`src/rtl/rvfpm_commit_sched_pkg.sv`:
```
// Shared types and constants for the in-order XIF commit scheduler.
//   SCHED_DEPTH_DEFAULT       default number of in-flight entries
//   SCHED_ID_WIDTH_DEFAULT    default X_ID width
//   SCHED_INSTR_WIDTH_DEFAULT default instruction word width
//   sched_flags_t             per-entry status bits (width independent)
//   sched_entry_t             full entry at the default widths
//   sched_ptr_bits()          pointer width: index bits plus one wrap bit
package rvfpm_commit_sched_pkg;

    localparam int SCHED_DEPTH_DEFAULT       = 4;
    localparam int SCHED_ID_WIDTH_DEFAULT    = 4;
    localparam int SCHED_INSTR_WIDTH_DEFAULT = 32;

    typedef struct packed {
        logic valid;
        logic committed;
        logic killed;
    } sched_flags_t;

    typedef struct packed {
        logic                                 valid;
        logic                                 committed;
        logic                                 killed;
        logic [SCHED_ID_WIDTH_DEFAULT-1:0]    id;
        logic [SCHED_INSTR_WIDTH_DEFAULT-1:0] instr;
    } sched_entry_t;

    function automatic int sched_ptr_bits(input int depth);
        return $clog2(depth) + 1;
    endfunction

endpackage

```
`src/rtl/rvfpm_commit_sched_if.sv`:
```
// Issue / commit / dispatch bundle between the core-side XIF adapter
// (master) and the commit scheduler (slave).
//   issue_*    : offload request with predecoder accept
//   commit_*   : commit / kill strobe for an in-flight X_ID
//   dispatch_* : committed head instruction handed to the FPU
interface rvfpm_commit_sched_if #(
    parameter int X_ID_WIDTH  = 4,
    parameter int INSTR_WIDTH = 32
);
    logic                   issue_valid;
    logic                   issue_ready;
    logic                   issue_accept;
    logic [INSTR_WIDTH-1:0] issue_instr;
    logic [X_ID_WIDTH-1:0]  issue_id;
    logic                   commit_valid;
    logic [X_ID_WIDTH-1:0]  commit_id;
    logic                   commit_kill;
    logic                   dispatch_valid;
    logic                   dispatch_ready;
    logic [INSTR_WIDTH-1:0] dispatch_instr;
    logic [X_ID_WIDTH-1:0]  dispatch_id;

    modport master (
        output issue_valid, issue_accept, issue_instr, issue_id,
        output commit_valid, commit_id, commit_kill,
        output dispatch_ready,
        input  issue_ready, dispatch_valid, dispatch_instr, dispatch_id
    );

    modport slave (
        input  issue_valid, issue_accept, issue_instr, issue_id,
        input  commit_valid, commit_id, commit_kill,
        input  dispatch_ready,
        output issue_ready, dispatch_valid, dispatch_instr, dispatch_id
    );
endinterface

```
`src/rtl/rvfpm_commit_sched_id_match.sv`:
```
// rvfpm_sched_id_match: combinational search for the oldest entry that is
// still waiting for a commit/kill decision and carries the given id.
//   id        : X_ID to look for
//   flags     : per-entry status bits
//   ids       : per-entry X_ID
//   head_idx  : index of the oldest entry; search proceeds from here
//   hit       : some waiting entry matched
//   hit_idx   : index of the oldest matching entry (0 when no hit)
module rvfpm_sched_id_match
    import rvfpm_commit_sched_pkg::*;
#(
    parameter int DEPTH      = SCHED_DEPTH_DEFAULT,
    parameter int X_ID_WIDTH = SCHED_ID_WIDTH_DEFAULT,
    localparam int IW        = $clog2(DEPTH)
) (
    input  logic [X_ID_WIDTH-1:0] id,
    input  sched_flags_t          flags [DEPTH],
    input  logic [X_ID_WIDTH-1:0] ids   [DEPTH],
    input  logic [IW-1:0]         head_idx,
    output logic                  hit,
    output logic [IW-1:0]         hit_idx
);

    logic [DEPTH-1:0] match_vec;

    generate
        for (genvar gi = 0; gi < DEPTH; gi++) begin : g_match
            assign match_vec[gi] = flags[gi].valid && !flags[gi].killed &&
                                   !flags[gi].committed && (ids[gi] == id);
        end
    endgenerate

    // Walk from the head so the first hit is the oldest; DEPTH is a power
    // of two, so the index add wraps on its own.
    always_comb begin
        logic [IW-1:0] pos;
        hit     = 1'b0;
        hit_idx = '0;
        for (int k = 0; k < DEPTH; k++) begin
            pos = head_idx + IW'(k);
            if (!hit && match_vec[pos]) begin
                hit     = 1'b1;
                hit_idx = pos;
            end
        end
    end

endmodule

```
`src/rtl/rvfpm_commit_sched.sv`:
```
// rvfpm_commit_sched: in-order offload scheduler between the XIF
// issue/commit interfaces and the rvfpm execution model. Accepted
// instructions wait in a circular buffer until committed or killed;
// committed ones leave in program order on the dispatch port, killed ones
// are dropped at the head one per cycle.
//   ck, rst     : clock, synchronous active-high reset
//   xif         : issue / commit / dispatch bundle (slave side)
//   occupancy   : number of valid entries
//   err_commit  : sticky, a commit/kill id matched no waiting entry
//   err_dup_id  : sticky, a pushed id was already in flight
// Optional build macro RVFPM_SCHED_STATS_EN adds saturating 32-bit
// counters stat_dispatched, stat_killed and stat_stall_cycles.
module rvfpm_commit_sched
    import rvfpm_commit_sched_pkg::*;
#(
    parameter int DEPTH       = SCHED_DEPTH_DEFAULT,
    parameter int X_ID_WIDTH  = SCHED_ID_WIDTH_DEFAULT,
    parameter int INSTR_WIDTH = SCHED_INSTR_WIDTH_DEFAULT,
    localparam int PW         = sched_ptr_bits(DEPTH),
    localparam int IW         = $clog2(DEPTH)
) (
    input  logic                 ck,
    input  logic                 rst,
    rvfpm_commit_sched_if.slave  xif,
    output logic [PW-1:0]        occupancy,
    output logic                 err_commit,
    output logic                 err_dup_id
`ifdef RVFPM_SCHED_STATS_EN
    ,
    output logic [31:0]          stat_dispatched,
    output logic [31:0]          stat_killed,
    output logic [31:0]          stat_stall_cycles
`endif
);

    sched_flags_t           flags_reg [DEPTH];
    logic [X_ID_WIDTH-1:0]  id_reg    [DEPTH];
    logic [INSTR_WIDTH-1:0] instr_reg [DEPTH];
    logic [PW-1:0]          head_reg, tail_reg;
    logic                   err_commit_reg, err_dup_id_reg;

    logic [IW-1:0] head_idx, tail_idx, cm_idx;
    logic          cm_hit, push, push_cm, pop, head_killed_pop, dispatch_fire;
    logic [DEPTH-1:0] dup_vec;
    sched_flags_t  head_flags;

    assign head_idx   = head_reg[IW-1:0];
    assign tail_idx   = tail_reg[IW-1:0];
    assign head_flags = flags_reg[head_idx];
    assign occupancy  = tail_reg - head_reg;

    assign xif.issue_ready    = !rst && (occupancy < PW'(DEPTH));
    assign xif.dispatch_valid = !rst && head_flags.valid && head_flags.committed &&
                                !head_flags.killed;
    assign xif.dispatch_instr = head_flags.valid ? instr_reg[head_idx] : '0;
    assign xif.dispatch_id    = head_flags.valid ? id_reg[head_idx] : '0;

    assign push            = xif.issue_valid && xif.issue_ready && xif.issue_accept;
    assign dispatch_fire   = xif.dispatch_valid && xif.dispatch_ready;
    assign head_killed_pop = head_flags.valid && head_flags.killed;
    assign pop             = dispatch_fire || head_killed_pop;

    rvfpm_sched_id_match #(
        .DEPTH      (DEPTH),
        .X_ID_WIDTH (X_ID_WIDTH)
    ) u_id_match (
        .id       (xif.commit_id),
        .flags    (flags_reg),
        .ids      (id_reg),
        .head_idx (head_idx),
        .hit      (cm_hit),
        .hit_idx  (cm_idx)
    );

    // A commit that finds no older waiting entry may target the instruction
    // being pushed in the same cycle.
    assign push_cm = push && xif.commit_valid && !cm_hit &&
                     (xif.issue_id == xif.commit_id);

    generate
        for (genvar gi = 0; gi < DEPTH; gi++) begin : g_entry
            assign dup_vec[gi] = flags_reg[gi].valid && !flags_reg[gi].killed &&
                                 (id_reg[gi] == xif.issue_id);

            // Push only targets a free slot and commit/pop only target
            // occupied ones, so the three updates never collide on a slot.
            always_ff @(posedge ck) begin
                if (rst) begin
                    flags_reg[gi] <= '0;
                end else if (push && (tail_idx == IW'(gi))) begin
                    flags_reg[gi].valid     <= 1'b1;
                    flags_reg[gi].committed <= push_cm && !xif.commit_kill;
                    flags_reg[gi].killed    <= push_cm && xif.commit_kill;
                end else begin
                    if (xif.commit_valid && cm_hit && (cm_idx == IW'(gi))) begin
                        flags_reg[gi].committed <= !xif.commit_kill;
                        flags_reg[gi].killed    <= xif.commit_kill;
                    end
                    if (pop && (head_idx == IW'(gi))) begin
                        flags_reg[gi].valid <= 1'b0;
                    end
                end
            end

            // Payload needs no reset: it is only observed behind valid.
            always_ff @(posedge ck) begin
                if (push && (tail_idx == IW'(gi))) begin
                    id_reg[gi]    <= xif.issue_id;
                    instr_reg[gi] <= xif.issue_instr;
                end
            end
        end
    endgenerate

    always_ff @(posedge ck) begin
        if (rst) begin
            head_reg       <= '0;
            tail_reg       <= '0;
            err_commit_reg <= 1'b0;
            err_dup_id_reg <= 1'b0;
        end else begin
            if (push) tail_reg <= tail_reg + 1'b1;
            if (pop)  head_reg <= head_reg + 1'b1;
            if (xif.commit_valid && !cm_hit && !push_cm) err_commit_reg <= 1'b1;
            if (push && (|dup_vec)) err_dup_id_reg <= 1'b1;
        end
    end

    assign err_commit = err_commit_reg;
    assign err_dup_id = err_dup_id_reg;

`ifdef RVFPM_SCHED_STATS_EN
    logic [31:0] stat_dispatched_reg, stat_killed_reg, stat_stall_reg;

    always_ff @(posedge ck) begin
        if (rst) begin
            stat_dispatched_reg <= '0;
            stat_killed_reg     <= '0;
            stat_stall_reg      <= '0;
        end else begin
            if (dispatch_fire && (stat_dispatched_reg != '1))
                stat_dispatched_reg <= stat_dispatched_reg + 1'b1;
            if (head_killed_pop && (stat_killed_reg != '1))
                stat_killed_reg <= stat_killed_reg + 1'b1;
            if (xif.dispatch_valid && !xif.dispatch_ready && (stat_stall_reg != '1))
                stat_stall_reg <= stat_stall_reg + 1'b1;
        end
    end

    assign stat_dispatched   = stat_dispatched_reg;
    assign stat_killed       = stat_killed_reg;
    assign stat_stall_cycles = stat_stall_reg;
`endif

endmodule

```
`src/flat_wrapper.sv`:
```
// flat-port wrapper written by rule: the top's interface ports become plain ports
module rvfpm_commit_sched_flat import rvfpm_commit_sched_pkg::*;
#(
    parameter int DEPTH       = SCHED_DEPTH_DEFAULT,
    parameter int X_ID_WIDTH  = SCHED_ID_WIDTH_DEFAULT,
    parameter int INSTR_WIDTH = SCHED_INSTR_WIDTH_DEFAULT,
    localparam int PW         = sched_ptr_bits(DEPTH),
    localparam int IW         = $clog2(DEPTH)
)
  (ck, rst, occupancy, err_commit, err_dup_id, xif_issue_valid, xif_issue_accept, xif_issue_instr, xif_issue_id, xif_commit_valid, xif_commit_id, xif_commit_kill, xif_dispatch_ready, xif_issue_ready, xif_dispatch_valid, xif_dispatch_instr, xif_dispatch_id);
  rvfpm_commit_sched_if #(.X_ID_WIDTH(X_ID_WIDTH), .INSTR_WIDTH(INSTR_WIDTH)) xif_i ();
  input  logic ck;
  input  logic rst;
  output logic [PW-1:0] occupancy;
  output logic err_commit;
  output logic err_dup_id;
  input wire logic [$bits(xif_i.issue_valid)-1:0] xif_issue_valid;
  input wire logic [$bits(xif_i.issue_accept)-1:0] xif_issue_accept;
  input wire logic [$bits(xif_i.issue_instr)-1:0] xif_issue_instr;
  input wire logic [$bits(xif_i.issue_id)-1:0] xif_issue_id;
  input wire logic [$bits(xif_i.commit_valid)-1:0] xif_commit_valid;
  input wire logic [$bits(xif_i.commit_id)-1:0] xif_commit_id;
  input wire logic [$bits(xif_i.commit_kill)-1:0] xif_commit_kill;
  input wire logic [$bits(xif_i.dispatch_ready)-1:0] xif_dispatch_ready;
  output wire logic [$bits(xif_i.issue_ready)-1:0] xif_issue_ready;
  output wire logic [$bits(xif_i.dispatch_valid)-1:0] xif_dispatch_valid;
  output wire logic [$bits(xif_i.dispatch_instr)-1:0] xif_dispatch_instr;
  output wire logic [$bits(xif_i.dispatch_id)-1:0] xif_dispatch_id;
  assign xif_i.issue_valid = xif_issue_valid;
  assign xif_i.issue_accept = xif_issue_accept;
  assign xif_i.issue_instr = xif_issue_instr;
  assign xif_i.issue_id = xif_issue_id;
  assign xif_i.commit_valid = xif_commit_valid;
  assign xif_i.commit_id = xif_commit_id;
  assign xif_i.commit_kill = xif_commit_kill;
  assign xif_i.dispatch_ready = xif_dispatch_ready;
  assign xif_issue_ready = xif_i.issue_ready;
  assign xif_dispatch_valid = xif_i.dispatch_valid;
  assign xif_dispatch_instr = xif_i.dispatch_instr;
  assign xif_dispatch_id = xif_i.dispatch_id;
  rvfpm_commit_sched #(.DEPTH(DEPTH), .X_ID_WIDTH(X_ID_WIDTH), .INSTR_WIDTH(INSTR_WIDTH)) u_core (.ck(ck), .rst(rst), .xif(xif_i), .occupancy(occupancy), .err_commit(err_commit), .err_dup_id(err_dup_id));
endmodule
```
`config.mk`:
```
export PLATFORM = sky130hd
export DESIGN_NAME = rvfpm_commit_sched_flat
export DESIGN_NICKNAME = d
export VERILOG_FILES = /design/src/rtl/rvfpm_commit_sched_pkg.sv /design/src/rtl/rvfpm_commit_sched_if.sv /design/src/rtl/rvfpm_commit_sched_id_match.sv /design/src/rtl/rvfpm_commit_sched.sv /design/src/flat_wrapper.sv
export SDC_FILE = /design/constraint.sdc
export NUM_CORES = 1
export LEC_CHECK = 0
export BUFFER_PORTS_ARGS = -buffer_cell sky130_fd_sc_hd__buf_2
export CAP_MARGIN = 20
export CORE_UTILIZATION = 40
export DETAILED_ROUTE_END_ITERATION = 8
export GPL_TIMING_DRIVEN = 0
export PLACE_DENSITY = 0.68
export SLEW_MARGIN = 20
export SYNTH_ARGS = -nofsm -noshare
export SYNTH_HDL_FRONTEND = slang
export SYNTH_SLANG_ARGS = --single-unit
```
`constraint.sdc`:
```
create_clock -name ck -period 5 [get_ports ck]
set_input_delay 0.75 -clock ck [delete_from_list [all_inputs] [get_ports ck]]
set_output_delay 0.75 -clock ck [all_outputs]
set_load 0.01 [all_outputs]
```
==> results.md <==
- Final #Nets: 620
- Tcrit/Tclk final: 72.86%
- Via-per-instance ratio: 5.287
- Via Count: 4251
- Global router's overall resource usage: 17.08%
- Critical-path cell with the highest stage delay: dfxtp_1
- Row count: 49
- Total power: 3.016 mW
- Max_cap viols: 0
- DRC marker count from the first detailed-route iteration: 258
- Final instance area: 8702 um^2
- Hold buffers post-CTS: 0
- Top cell type by total area after synthesis: edfxtp_1
- Post-Route WL: 15.11 mm
- Yosys reg bits: 166
- Post-synthesis instance total: 457
- CTS buffer count: 17
- Diode count: 0
- Hold path depth: 2
- Worst-path clk slew: 0.06 ns
- Most frequent cells after synthesis: edfxtp_1 (144), mux4_2 (38), nor2b_1 (38), xnor2_1 (26)
- Area of the die: 18870 um^2
- Power Dens Cells: 346.6 nW/um^2
- Hold slack: 0.4732 ns
- CTS tree: built
- Max_slew headroom: 23.91%
- Library cells used by synthesis: 54
- # IOs: 90
- Ranking of synthesized cells by area: edfxtp_1 (59%), mux4_2 (12%), dfxtp_1 (6.0%), nor2b_1 (3.2%), xnor2_1 (3.1%)
- Drt pass-1 iters: 4
- Initial Utilization: 40.80%
- Share of the synthesized area in the top cell type: 59.00%
- Critical Path Source Type: flip-flop
- Status: finished clean
- Hold Path Class: reg -> reg
- Post-detail-place hpwl: 10.11 mm
- Routability cong.: 0.8837
- CP Cell Sequence: clkbuf_8, mux2i_1, mux2_2, clkbuf_1, clkbuf_1, nor2b_1, buf_2
- Final Hold Fails: 0
- First-pass GRT wire length: 23.38 mm
- Critical Path RT: 4.25 ns
- Port Buf Inserts: 84
- Hold path startpoint: u_core.err_dup_id$_SDFFE_PP0P_
- Max Slew Vio Count: 0
- Max incr delay on CP: 0.56 ns
- Final worst setup slack: 1.357 ns
- DRC viols: 0
- Ratio of cells with drive above 1 in the final layout: 30.96%
- Cell mode on critical path: clkbuf_1
- Synth warn: 0
- # H-tree levels: 4
- Worst-Skew Late Latency: 0.42 ns
- Max IR drop VDD: 239.0 uV
- Fillers: 1533
- Finished Layout Cells: 804
- Final worst path period need: 3.643 ns
- Die span in x: 137.4 um
- CP Capture Type: primary output
- Largest net degree at the start of global routing: 41
- P&R area growth vs syn: 18.73%
- R2r worst-path depth: 12
- Setup_tns: 0 ns
- Vias in the first global route: 4392
- FMAX: 274.5 MHz
- CP Max Fanout: 10
- Average size of a mapped cell: 16.04 um^2
- CP arrival: 2.89 ns
- Initial antenna violation count: 0
- Setup Skew: 0.008941 ns
- Place WS: 1.570 ns
- Most frequent cell after synthesis: edfxtp_1
- Placed insts: 773
- Final setup violation count: 0
- Total grt overflow: 0
- Post-synthesis sequential area ratio: 65.01%
- Clock sink count: 166
- Reg2Reg Setup Slack: 1.63 ns
- Reg-to-Reg End: u_core.flags_reg[7]$_SDFFE_PP0P_
- Mapped Area: 7330 um^2
- Final Util: 48.44%
- Post-synth EDFFs: 144
- RSZ-0062 raised after global routing: false
- Core Region: 17960 um^2
- Post-synth top flop: edfxtp_1
- Number of flip-flops under the largest register name: 128
- Clock tree root driver cell: clkbuf_16
- Die height: 137.4 um
- # Post-CTS Setup Buffers: 0
- WHS Endpoint: u_core.err_dup_id$_SDFFE_PP0P_
- Pleak: 2.994 nW
- Cell area after placement: 8100 um^2
- Final ANT Viol Nets: 0
- Critical R2R Launch: u_core.tail_reg[0]$_SDFFE_PP0P_
- Cts repair resizes: 0
- Drt wl/cell: 18.79 um
- Syn_nets: 514
- Fraction of registers with async set/reset: 0%
- Buffer depth of the longest clock path: 2
- Critical path class: reg -> out
- Slew @ Worst Pin: 1.127 ns
power by group:
group | total (mW) | switching, mW | internal [mW]
clock | 1.33 | 0.543 | 0.791
combinational | 0.154 | 0.0856 | 0.0684
sequential | 1.53 | 0.00728 | 1.52
total | 3.02 | 0.636 | 2.38
placed cells by master (no fill, tap or decap), drive strengths merged, types with 5 or more instances in the layout:
cell type / synthesis / final
buf: 5 / 92
inv: 14 / 17
nor2b: 38 / 38
edfxtp: 144 / 144
nor3: 9 / 9
nand3: 6 / 6
clkbuf: 22 / 40
xor2: 16 / 16
nand2: 11 / 11
xnor2: 26 / 26
clkinv: 0 / 6
nand4: 6 / 6
or3: 5 / 5
mux4: 38 / 38
nor2: 22 / 22
a21oi: 12 / 12
dfxtp: 22 / 22
ha: 9 / 9
cells by family after synthesis:
family	share of synthesized area [%]
AOI/OAI and AO/OA	3.978
muxes	12.55
xor gates and xnor gates	5.019
DFF	65.01
buffers and inverters	2.799
and+or+nand+nor	8.843
adders and majority gates	1.810
layout make-up:
class                           count  area, um^2  area share [%]
Clock buffer                       18       429.2           4.932
Buffer                             27       156.4           1.797
Inverter                           14       52.55          0.6039
Sequential cell                   166        4765           54.75
Multi-Input combinational cell    250        2360           27.12
Timing Repair Buffer               87       480.5           5.521
Clock inverter                     13       172.7           1.984
Tap cell                          229       286.5           3.293
worst max-delay path: cells and delay by family, from the launching register on:
family / cells / cell delay (ns)
flip-flops: 1 / 0.56
AND/OR/NAND/NOR: 1 / 0.13
buffers and inverters: 4 / 1.42
multiplexers: 2 / 0.36
layer usage:
layer,GRT usage (%),wire length (um),vias up
met2,29.18,7692,145
met3,4.452,792,17
met4,6.044,181,0
met1,20.84,6442,2132
met5,0,0,-
li1,-,-,1957
worst max path at each step:
stage                                             to  slack [ns]                            start  cells past startpoint
floorplan           u_core.flags_reg[6]$_SDFFE_PP0P_        1.14  u_core.tail_reg[0]$_SDFFE_PP0P_                     11
finish                            xif_dispatch_id[3]        1.36  u_core.head_reg[1]$_SDFFE_PP0N_                      7
CTS                               xif_dispatch_id[2]        1.25  u_core.head_reg[1]$_SDFFE_PP0N_                      7
global placement    u_core.flags_reg[6]$_SDFFE_PP0P_        0.18  u_core.tail_reg[0]$_SDFFE_PP0P_                     11
detailed placement  u_core.flags_reg[6]$_SDFFE_PP0P_        1.57  u_core.tail_reg[0]$_SDFFE_PP0P_                     11
global route                      xif_dispatch_id[3]        1.06  u_core.head_reg[1]$_SDFFE_PP0N_                      7
Power figures use the tool's default switching activity.
